## config.mk

```make
export PLATFORM = sky130hd
export DESIGN_NAME = sequence_player
export DESIGN_NICKNAME = d
export VERILOG_FILES = /design/src/rtl/simon_pkg.sv /design/src/rtl/play_timer.sv /design/src/rtl/sequence_player.sv
export SDC_FILE = /design/constraint.sdc
export NUM_CORES = 1
export LEC_CHECK = 0
export ABC_AREA = 1
export CORE_MARGIN = 4
export CORE_UTILIZATION = 40
export DETAILED_ROUTE_END_ITERATION = 10
export DONT_BUFFER_PORTS = 1
export PLACE_DENSITY = 0.63
export SLEW_MARGIN = 20
export SYNTH_ARGS = -nofsm -noshare
export SYNTH_HDL_FRONTEND = slang
export SYNTH_HIERARCHICAL = 1
export SYNTH_SLANG_ARGS = --single-unit
```

## constraint.sdc

```tcl
create_clock -name clk -period 3 [get_ports clk]
set_input_delay 0.45 -clock clk [delete_from_list [all_inputs] [get_ports clk]]
set_output_delay 0.45 -clock clk [all_outputs]
set_load 0.005 [all_outputs]
```

## src/rtl/simon_pkg.sv

```systemverilog
// simon_pkg: colour codes, playback state encoding and the colour-to-LED decode.
package simon_pkg;

    localparam logic [1:0] COL_B = 2'b00;
    localparam logic [1:0] COL_G = 2'b01;
    localparam logic [1:0] COL_R = 2'b10;
    localparam logic [1:0] COL_Y = 2'b11;

    localparam logic [2:0] S_IDLE  = 3'd0;
    localparam logic [2:0] S_FETCH = 3'd1;
    localparam logic [2:0] S_ON    = 3'd2;
    localparam logic [2:0] S_OFF   = 3'd3;
    localparam logic [2:0] S_DONE  = 3'd4;

    typedef enum logic [2:0] {
        ST_IDLE  = S_IDLE,
        ST_FETCH = S_FETCH,
        ST_ON    = S_ON,
        ST_OFF   = S_OFF,
        ST_DONE  = S_DONE
    } state_e;

    function automatic logic [3:0] onehot_colour(input logic [1:0] c);
        return (c == COL_B) ? 4'b0001 :
               (c == COL_G) ? 4'b0010 :
               (c == COL_R) ? 4'b0100 :
               (c == COL_Y) ? 4'b1000 : 4'b0000;
    endfunction

endpackage

```

## src/rtl/play_timer.sv

```systemverilog
// play_timer: loadable down-counter that parks at zero; shared by the ON and OFF phases.
module play_timer #(
    parameter int CNT_W = 26
) (
    input  logic             clk,
    input  logic             reset,
    input  logic             load,
    input  logic [CNT_W-1:0] load_val,
    output logic             zero
);

    logic [CNT_W-1:0] cnt_q, cnt_d;

    assign zero = (cnt_q == '0);

    always_comb cnt_d = load ? load_val : zero ? cnt_q : cnt_q - CNT_W'(1);

    always_ff @(posedge clk or posedge reset)
        if (reset) cnt_q <= '0;
        else       cnt_q <= cnt_d;

endmodule

```

## src/rtl/sequence_player.sv

```systemverilog
// sequence_player: plays the stored colour sequence as timed one-hot LED flashes.
module sequence_player
    import simon_pkg::*;
#(
    parameter int ADDR_W     = 3,
    parameter int ON_CYCLES  = 25_000_000,
    parameter int OFF_CYCLES = 12_500_000,
    parameter int CNT_W      = 26
) (
    input  logic              clk,
    input  logic              reset,
    input  logic              start,
    input  logic              abort,
    input  logic [ADDR_W:0]   length,
    output logic [ADDR_W-1:0] mem_addr,
    input  logic [1:0]        mem_data,
    output logic [3:0]        led,
    output logic              busy,
    output logic              done,
    output logic [ADDR_W:0]   step
);

    localparam logic [ADDR_W:0]  MAX_LEN  = {1'b1, {ADDR_W{1'b0}}};
    localparam logic [CNT_W-1:0] ON_LOAD  = CNT_W'(ON_CYCLES - 1);
    localparam logic [CNT_W-1:0] OFF_LOAD = CNT_W'(OFF_CYCLES - 1);

    state_e            state_q;
    logic [ADDR_W:0]   len_q;
    logic [ADDR_W-1:0] addr_q;
    logic [3:0]        led_q;
    logic              busy_q, done_q;
    logic              tmr_load, tmr_zero, last;
    logic [CNT_W-1:0]  tmr_val;

    always_comb begin
        tmr_load = (state_q == ST_FETCH) || (state_q == ST_ON && tmr_zero);
        tmr_val  = (state_q == ST_FETCH) ? ON_LOAD : OFF_LOAD;
        last     = ({1'b0, addr_q} == len_q - (ADDR_W+1)'(1));
    end

    play_timer #(.CNT_W(CNT_W)) u_timer (
        .clk      (clk),
        .reset    (reset),
        .load     (tmr_load),
        .load_val (tmr_val),
        .zero     (tmr_zero)
    );

    // The memory address doubles as the step index; it is held after abort until the next start.
    always_ff @(posedge clk or posedge reset) begin
        if (reset) begin
            state_q <= ST_IDLE;
            len_q   <= '0;
            addr_q  <= '0;
            led_q   <= '0;
            busy_q  <= 1'b0;
            done_q  <= 1'b0;
        end else if (abort) begin
            state_q <= ST_IDLE;
            led_q   <= '0;
            busy_q  <= 1'b0;
            done_q  <= 1'b0;
        end else begin
            case (state_q)
                ST_IDLE:
                    if (start && length != '0) begin
                        len_q   <= (length > MAX_LEN) ? MAX_LEN : length;
                        addr_q  <= '0;
                        busy_q  <= 1'b1;
                        state_q <= ST_FETCH;
                    end else if (start) begin
                        done_q  <= 1'b1;
                        state_q <= ST_DONE;
                    end
                ST_FETCH: begin
                    led_q   <= onehot_colour(mem_data);
                    state_q <= ST_ON;
                end
                ST_ON:
                    if (tmr_zero) begin
                        led_q   <= '0;
                        state_q <= ST_OFF;
                    end
                ST_OFF:
                    if (tmr_zero && last) begin
                        busy_q  <= 1'b0;
                        done_q  <= 1'b1;
                        state_q <= ST_DONE;
                    end else if (tmr_zero) begin
                        addr_q  <= addr_q + ADDR_W'(1);
                        state_q <= ST_FETCH;
                    end
                ST_DONE: begin
                    done_q  <= 1'b0;
                    state_q <= ST_IDLE;
                end
                default: state_q <= ST_IDLE;
            endcase
        end
    end

    assign mem_addr = addr_q;
    assign led      = led_q;
    assign busy     = busy_q;
    assign done     = done_q;
    assign step     = busy_q ? {1'b0, addr_q} : '0;

endmodule

```

==> results.toml, run 1 <==
[drt]
wl_per_cell_um = 12.06
vias = 2660
drc = 0
drt_iter0_drc = 160
drt-total-wl_um = 6620
drtPass1Iterations = 4
routed_via_density = 4.845
ant_nets = 0

[global_route]
overflow = 0
grt_max_degree = 30
track_usage_pct = 16.02
grt_pass1_vias = 2462
grt_antenna_before_repair = 0
grt_pass1_wl_um = 11340

[logic_synthesis]
synth_seq_cells = 42
synthDistinctLibCells = 35
synth_warnings = 6
syn_area_um2 = 2955
synth_cells = 432
syn_avg_cell_area_um2 = 6.841
ys_seq_area_share_pct = 35.56

[floorplan]
fp.dieH_um = 93.96
io_pins = 23
die-area_um2 = 8828
rows = 31
die_x_um = 93.96
core-area_um2 = 7214
start_util_pct = 40.96

[sta]
final.setup_skew_ns = 0.01322
max_freq_mhz = 374.3
setup_viol = 0
fin_crit_sh_pct = 89.07
setup_tns_ns = 0
relSlewSlack_pct = 36.50
rsz0062_at_grt = "false"
fin_crit_ns = 2.672
drv_slew = 0
tightest_slew_ns = 0.9467
hold_viol = 0

[critical_path]
r2r_setup_slack_ns = 0.33
crit_fanout = 18
reg2reg_from = "u_timer/cnt_q[0]"
reg2regPathDepth = 14
endpoint = "u_timer/cnt_q[15]"
cp-end-kind = "register"
r2r-end = "u_timer/cnt_q[15]"
critPathLaunchType = "register"
required_ns = 3.22
setup.worst_path.class = "register to register"
cp-startpoint = "u_timer/cnt_q[0]"
arrival_ns = 2.89

[clock_network]
cts_tree = "yes"
cts_hold_buf = 0
clk_pin_slew_worst_paths_ns = 0.09
ctsRootBufferMaster = "clkbuf_8"
cts-resized-gates = 0
cts-buffers-inserted = 5
cts_max_level = 2
clockBufferDepth = 2
cts_setup_buffers = 0
clock_latency_ns = 0.30
clock-sinks = 42

[layout]
drive_above_1_share_pct = 12.67
num_antenna_cells = 0
nNetsFinal = 462
fillers = 750
fin_util_pct = 44.31
syn2layout_area_growth_pct = 8.171
multi_input_area_um2 = 1682
regArea_um2 = 1051

[place]
dpl.hpwl_um = 4979
gp_congestion = 0.8576
io_buffers = 0

[run_status]
outcome = "finished clean"

[hold_path]
min_path_type = "primary input to async pin"

[pwr]
power_density_nw_per_um2 = 1012
p_leak_nw = 1.576
ir_drop_v = 0.0004549

[flow_run]
cap_violations = 0
[state kept, by name (all words and copies together) (netlist names)]
name / flops
busy: 1
state_q: 3
u_timer/cnt_q: 26
done: 1
len_q: 4
mem_addr: 3
led: 4
[cell usage after synthesis (all sizes together)]
| cell | count | area (um2) |
|---|---|---|
| nor3 | 2 | 26.28 |
| nand4 | 13 | 96.34 |
| clkbuf | 5 | 18.77 |
| dfrtp | 42 | 1051 |
| ha | 3 | 37.54 |
| a21oi | 20 | 130.1 |
| xnor2 | 7 | 61.31 |
| and2 | 1 | 8.760 |
| o21ai | 21 | 116.4 |
| nand3b | 2 | 15.01 |
| o21a | 1 | 7.510 |
| nand3 | 44 | 235.2 |
| nor2 | 62 | 290.3 |
| xor2 | 4 | 35.03 |
| or2 | 2 | 12.51 |
| buf | 4 | 43.79 |
| nand2 | 137 | 526.8 |
| conb | 2 | 7.510 |
| a21boi | 1 | 7.510 |
| inv | 58 | 220.2 |
| o31ai | 1 | 7.510 |
[layout by cell type, fill, tap and decap left out, types with 3 or more instances in the layout]
cell,instances
ha_1,3
o21ai_0,15
buf_4,3
nand4_1,12
a21oi_1,12
inv_1,51
nand2_2,5
nand3_1,41
inv_2,4
dfrtp_1,42
o21ai_1,5
nor2_2,14
a21oi_2,8
clkbuf_8,5
xnor2_1,7
nor2_4,3
xor2_1,4
nand2_1,132
nand3_2,3
conb_1,18
nor2_1,45
[cell type report]
type	count	area share, %
multi-input cells	339	52.60
flip-flops and latches	42	32.88
inverters	58	7.006
well taps	99	3.875
clock buffers	5	2.153
clock inverters	3	0.7828
repair buffers	3	0.7045
[metrics by stage]
stage / hold slack [ns] / setup slack [ns] / cell area [um2] / power [mW] / std cells
6_report: 0.1203 / 0.3280 / 3197 / 3.234 / 549
5_1_grt: 0.1547 / 0.01967 / 3197 / 3.565 / 549
4_1_cts: 0.1432 / 0.2614 / 3193 / 3.245 / 549
3_5_place_dp: 0.4754 / 0.2848 / 3099 / 2.836 / 541
3_3_place_gp: 0.4847 / 0.3769 / 3099 / 2.801 / 541
2_1_floorplan: 0.3637 / 0.7049 / 3015 / 2.463 / 448
[kinds of logic after synthesis]
family | count (synthesis) | share of synthesized area (%)
AND/OR/NAND/NOR | 263 | 40.98
buffers and inverters | 67 | 9.568
AO/OA/AOI/OAI | 44 | 9.103
flip-flops | 42 | 35.56
XOR/XNOR | 11 | 3.260
adder cells (fa/ha/maj) | 3 | 1.270
other | 2 | 0.2541
[worst min path at each step]
stage | slack, ns | cells past startpoint | startpoint | endpoint
3_5_place_dp | 0.48 | 1 | reset | led[3]
4_1_cts | 0.14 | 1 | reset | led[2]
5_1_grt | 0.15 | 1 | reset | led[0]
2_1_floorplan | 0.36 | 1 | reset | busy
3_3_place_gp | 0.48 | 1 | reset | led[3]
6_report | 0.12 | 1 | reset | u_timer/cnt_q[5]
[worst max-delay path: stages, from the launching register on]
cell and delay (ns):
dfrtp_1 0.38, inv_1 0.10, ha_1 0.21, nand2_1 0.14
nor2_1 0.15, nand2_1 0.08, nor2_1 0.13, nand4_1 0.12
inv_1 0.21, o21ai_4 0.12, inv_1 0.12, clkinvlp_4 0.28
nand4_4 0.26, inv_4 0.14, a21oi_1 0.14
[routing by layer]
metal | GRT usage [%] | part of all wire, %
met5 | 0 | 0
met4 | 4.452 | 1.0
met3 | 2.885 | 5.5
met2 | 26.37 | 46
met1 | 21.54 | 47
[power by group]
part,total [mW],switching [mW],internal [mW]
sequential,1.07,0.257,0.817
combinational,1.77,1.14,0.631
clock,0.391,0.223,0.168
total,3.23,1.62,1.62
Power figures use the tool's default switching activity.
==> run 2, diff against run 1 <==
--- a/config.mk
+++ b/config.mk
@@ -7,10 +7,10 @@
 export LEC_CHECK = 0
 export ABC_AREA = 1
 export CORE_MARGIN = 4
-export CORE_UTILIZATION = 40
+export CORE_UTILIZATION = 23
 export DETAILED_ROUTE_END_ITERATION = 10
 export DONT_BUFFER_PORTS = 1
-export PLACE_DENSITY = 0.63
+export PLACE_DENSITY = 0.45
 export SLEW_MARGIN = 20
 export SYNTH_ARGS = -nofsm -noshare
 export SYNTH_HDL_FRONTEND = slang
==> run 2 against run 1 <==
  * Worst hold slack better by 0.0055 ns
  * Combinational power hardly changed
  * Critical path depth stayed put
  * Wire length is 12% higher
  * Sequential cell count stayed put
  * Sequential power hardly changed
  * Clock power is 42% higher
  * Global-route usage is 5.4 points lower
  * Critical path type unchanged
==> results.toml, run 2 (synthesized netlist as in run 1, its figures left out) <==
[clock_network]
cts_max_level = 2
clock-sinks = 42
cts-buffers-inserted = 5
cts_hold_buf = 0
cts_setup_buffers = 0
cts-resized-gates = 0
clockBufferDepth = 2
ctsRootBufferMaster = "clkbuf_16"
clk_pin_slew_worst_paths_ns = 0.06
clock_latency_ns = 0.28
cts_tree = "yes"

[pwr]
clockPowerShare_pct = 16.3
power_density_nw_per_um2 = 1017
p_leak_nw = 1.620
combPwrFrac_pct = 52.2
ir_drop_v = 0.0003995
p_seq_share_pct = 31.5
intPower_mw = 1.792
report.power.total_mw = 3.413
switching_share_pct = 47.49
p_sw_mw = 1.621

[drt]
routed_via_density = 4.183
drc = 0
wl_per_cell_um = 11.83
drt-total-wl_um = 7384
drtPass1Iterations = 4
ant_nets = 0
drt_iter0_drc = 137
vias = 2610

[global_route]
grt_max_degree = 27
grt_antenna_before_repair = 0
track_usage_pct = 10.61
grt_pass1_vias = 2538
overflow = 0
grt_pass1_wl_um = 12490

[sta]
hold_viol = 0
fin_crit_ns = 2.520
max_freq_mhz = 396.8
relSlewSlack_pct = 55.63
fin_crit_sh_pct = 84.02
rsz0062_at_grt = "false"
tightest_slew_ns = 0.6648
setup_tns_ns = 0
timing.final.ws_setup_ns = 0.4795
setup_viol = 0
drv_slew = 0
final.setup_skew_ns = 0.008509

[layout]
nNetsFinal = 464
final_common_cell = "nand2_1"
largest_reg_flops = 26
regMostFlops = "u_timer/cnt_q"
drive_above_1_share_pct = 12.83
layout_common_cells = "nand2_1 (132), inv_1 (53), nor2_1 (45), dfrtp_1 (42), nand3_1 (41)"
syn2layout_area_growth_pct = 13.59
num_antenna_cells = 0

[floorplan]
fp.dieH_um = 121.4
rows = 41
die-area_um2 = 14730
start_util_pct = 23.42
die_x_um = 121.4
core-area_um2 = 12620
io_pins = 23

[hold_path]
min_path_type = "primary input to async pin"

[critical_path]
path_cells = "inv_1 > ha_1 > nand2_1 > nor2_1 > nand2_1 > nor2_1 > nand4_1 > inv_1 > o21ai_4 > inv_1 > inv_1 > nand4_4 > inv_4 > a21oi_1"
cp_slowest_stage_delay_ns = 0.34
critPathSlowestCell = "dfrtp_1"
cp-end-kind = "register"
crit_fanout = 18
required_ns = 3.16
setup.worst_path.class = "register to register"
arrival_ns = 2.68
crit_path_frequent_cell = "inv_1"
critPathLaunchType = "register"

[flow_run]
cap_violations = 0

[place]
dpl_worst_slack_ns = 0.4441
dpl.hpwl_um = 5622
io_buffers = 0
gp_congestion = 0.7975

[run_status]
outcome = "finished clean"
-- run 2: cell types whose count changed in the layout (fill, tap and decap cells not counted), sizes merged --
cell / previous run / this run
buf: 3 / 5
clkbuf: 5 / 6
clkinv: 2 / 1
clkinvlp: 2 / 1
inv: 57 / 58
-- run 2: metal layers --
metal  track usage (%)  vias to the layer above  share of wire (%)
li1                  -                     1383                  -
met1             14.36                     1166                 48
met2             17.37                       55                 47
met3             1.958                        6                4.2
met4             2.871                        0               0.96
met5                 0                        -                  0
-- run 2: power by group through the flow --
stage	Sequential [mW]	Clock, mW	Combinational, mW
after global routing	1.12	0.605	2.07
after CTS	1.08	0.581	1.80
after floorplan	1.01	0	1.45
after detailed placement	1.09	0	1.79
final	1.07	0.557	1.78
after global placement	1.09	0	1.78
-- run 2: worst paths after layout --
check	from	endpoint	slack (ns)	cells past startpoint
max	u_timer/cnt_q[0]	u_timer/cnt_q[22]	0.48	14
min	reset	u_timer/cnt_q[18]	0.13	2
max reg2reg	u_timer/cnt_q[0]	u_timer/cnt_q[22]	0.48	14
min reg2reg	done	done	0.51	2
max in group asynchronous	reset	mem_addr[0]	2.42	1
min in group clk	abort	busy	0.23	1
-- run 2: worst max-delay path: cells and delay by family, from the launching register on --
kind / cells / cell delay, ns
and+or+nand+nor: 6 / 0.73
adders and majority gates: 1 / 0.22
buffers and inverters: 5 / 0.78
AOI/OAI and AO/OA: 2 / 0.31
DFF: 1 / 0.34
-- run 2: final cells by class --
type	count	area [um2]
fillers	1439	9263
clock buffers	6	138.9
well taps	172	215.2
repair buffers	5	37.54
clock inverters	2	12.51
inverters	58	220.2
flip-flops and latches	42	1051
multi-input cells	339	1682
-- run 2: stage by stage --
stage	instance area [um2]	std cells	utilization, %	hold slack, ns
detailed placement	3206	616	25.40	0.4470
global route	3357	624	26.60	0.1531
global placement	3206	616	25.40	0.4418
finish	3357	624	26.60	0.1258
CTS	3357	624	26.60	0.1408
floorplan	3015	448	-	0.3637
==> run 3, diff against run 2 <==
--- a/config.mk
+++ b/config.mk
@@ -10,7 +10,7 @@
 export CORE_UTILIZATION = 23
 export DETAILED_ROUTE_END_ITERATION = 10
 export DONT_BUFFER_PORTS = 1
-export PLACE_DENSITY = 0.45
+export PLACE_DENSITY = 0.46
 export SLEW_MARGIN = 20
 export SYNTH_ARGS = -nofsm -noshare
 export SYNTH_HDL_FRONTEND = slang
==> constraint.sdc (replaced) <==
create_clock -name clk -period 2.02 [get_ports clk]
set_input_delay 0.303 -clock clk [delete_from_list [all_inputs] [get_ports clk]]
set_output_delay 0.303 -clock clk [all_outputs]
set_load 0.005 [all_outputs]
==> run 3 against run 2 <==
  * Largest power group unchanged
  * The flow now finishes with violations (negative hold slack, negative setup slack)
  * Largest cell class unchanged
  * Via count is 7.7% higher
  * Critical path type unchanged
  * Register-to-register slack worse by 0.49 ns
  * Maximum frequency is 24% higher
==> results.toml, run 3 (synthesized netlist as in run 1, its figures left out) <==
[run_status]
outcome = "complete, but fails checks"
failed_checks = "negative hold slack, negative setup slack"

[layout]
fillers = 1418
layout_common_cells = "nand2_1 (128), inv_1 (48), buf_4 (48), dfrtp_1 (42)"
final_common_cell = "nand2_1"
fin_area_um2 = 3915
nNetsFinal = 515
syn2layout_area_growth_pct = 32.47
regMostFlops = "u_timer/cnt_q"
largest_reg_flops = 26
num_antenna_cells = 0
drive_above_1_share_pct = 25.05

[critical_path]
cp-end-kind = "register"
arrival_ns = 2.20
setup.worst_path.class = "register to register"
critPathLaunchType = "register"
required_ns = 2.19
crit_fanout = 8

[floorplan]
rows = 41
core-area_um2 = 12620
die_x_um = 121.4
io_pins = 23
start_util_pct = 23.42
die-area_um2 = 14730
fp.dieH_um = 121.4

[global_route]
grt_antenna_before_repair = 0
track_usage_pct = 11.15
grt_max_degree = 30
grt_pass1_wl_um = 13100
overflow = 0
grt_pass1_vias = 2654

[sta]
rsz0062_at_grt = "true"
final.setup_skew_ns = 0.006477
fin_crit_sh_pct = 100.4
holdWs_ns = -0.01019
hold_viol = 13
setup_viol = 3
fin_crit_ns = 2.028
max_freq_mhz = 493.0
tightest_slew_ns = 0.6432
relSlewSlack_pct = 57.07
timing.final.ws_setup_ns = -0.008426
setup_tns_ns = -0.02031
drv_slew = 0

[drt]
wl_met2_um = 4005
drtPass1Iterations = 5
drt_iter0_drc = 90
routed.top_layer = "met4"
vias = 2810
wl_per_cell_um = 12.31
wl_met1_um = 4019
routed_via_density = 4.163
ant_nets = 0
drc = 0
drt-total-wl_um = 8312
wl_met3_um = 257

[clock_network]
ctsRootBufferMaster = "clkbuf_16"
cts_tree = "yes"
cts_max_level = 2
clock-sinks = 42
cts-buffers-inserted = 5
clock_latency_ns = 0.28
clockBufferDepth = 2
clk_pin_slew_worst_paths_ns = 0.06

[place]
dpl.hpwl_um = 5930
io_buffers = 0
gp_congestion = 0.8016
postPlaceCellArea_um2 = 3491

[pwr]
ir_drop_v = 0.0005667
p_leak_nw = 1.903
power_density_nw_per_um2 = 1613

[flow_run]
cap_violations = 0

[hold_path]
min_path_type = "primary input to async pin"
-- run 3: final timing paths --
| kind | startpoint | cells past startpoint | slack [ns] | to |
|---|---|---|---|---|
| min in group clk | abort | 1 | 0.08 | busy |
| worst min register to register | done | 2 | 0.50 | done |
| worst max register to register | u_timer/cnt_q[1] | 16 | -0.008 | u_timer/cnt_q[1] |
| max in group asynchronous | reset | 3 | 1.20 | u_timer/cnt_q[1] |
| worst max-delay path | u_timer/cnt_q[1] | 16 | -0.008 | u_timer/cnt_q[1] |
| worst min-delay path | reset | 1 | -0.01 | mem_addr[0] |
-- run 3: cell type report --
cell class / instances / area, um2 / area share (%)
inverters: 58 / 237.7 / 6.072
repair buffers: 56 / 494.2 / 12.62
clock inverters: 1 / 30.03 / 0.7670
well taps: 172 / 215.2 / 5.497
multi-input cells: 339 / 1754 / 44.81
flip-flops and latches: 42 / 1051 / 26.85
clock buffers: 7 / 132.6 / 3.388
-- run 3: critical path, stage by stage, from the launching register on --
cell      delay, ns
dfrtp_1        0.36
inv_2          0.06
ha_4           0.16
nand2_4        0.07
nor2_4         0.03
nand2_2        0.06
nor2_2         0.04
nand4_1        0.11
inv_2          0.07
buf_4          0.14
o21ai_4        0.16
clkinv_4       0.12
inv_8          0.09
nand4_4        0.15
buf_12         0.19
nand2_1        0.05
o21ai_1        0.05
-- run 3: through the flow --
| stage | total power, mW | worst slack (ns) | util (%) | hold WS (ns) | instances |
|---|---|---|---|---|---|
| after floorplan | 3.704 | 0.004037 | - | 0.2167 | 448 |
| after global placement | 4.805 | -0.07740 | 27.66 | 0.2998 | 650 |
| after detailed placement | 4.832 | -0.1458 | 27.66 | 0.3012 | 650 |
| after CTS | 5.875 | -0.06382 | 29.63 | 0.02511 | 666 |
| after global routing | 6.900 | -0.1331 | 31.02 | 0.05492 | 675 |
| final | 6.314 | -0.008426 | 31.02 | -0.01019 | 675 |
-- run 3: repair_timing --
item,4_1_cts,5_1_grt
setup buffers,7,6
setup endpoints to repair,33,34
cloned,0,3
hold buffers,1,0
endpoints found under the hold margin,2,0
resized for setup,10,21
pin swaps,8,12
-- run 3: power by group --
part | internal (mW) | switching (mW) | total [mW]
combinational | 1.74 | 2.14 | 3.88
sequential | 1.22 | 0.304 | 1.52
clock | 0.585 | 0.326 | 0.911
total | 3.55 | 2.77 | 6.31
-- run 3: metal layers --
layer	vias up	GRT usage, %
met5	-	0
met3	2	1.865
met4	0	2.311
met1	1274	14.83
met2	34	19.03
li1	1500	-
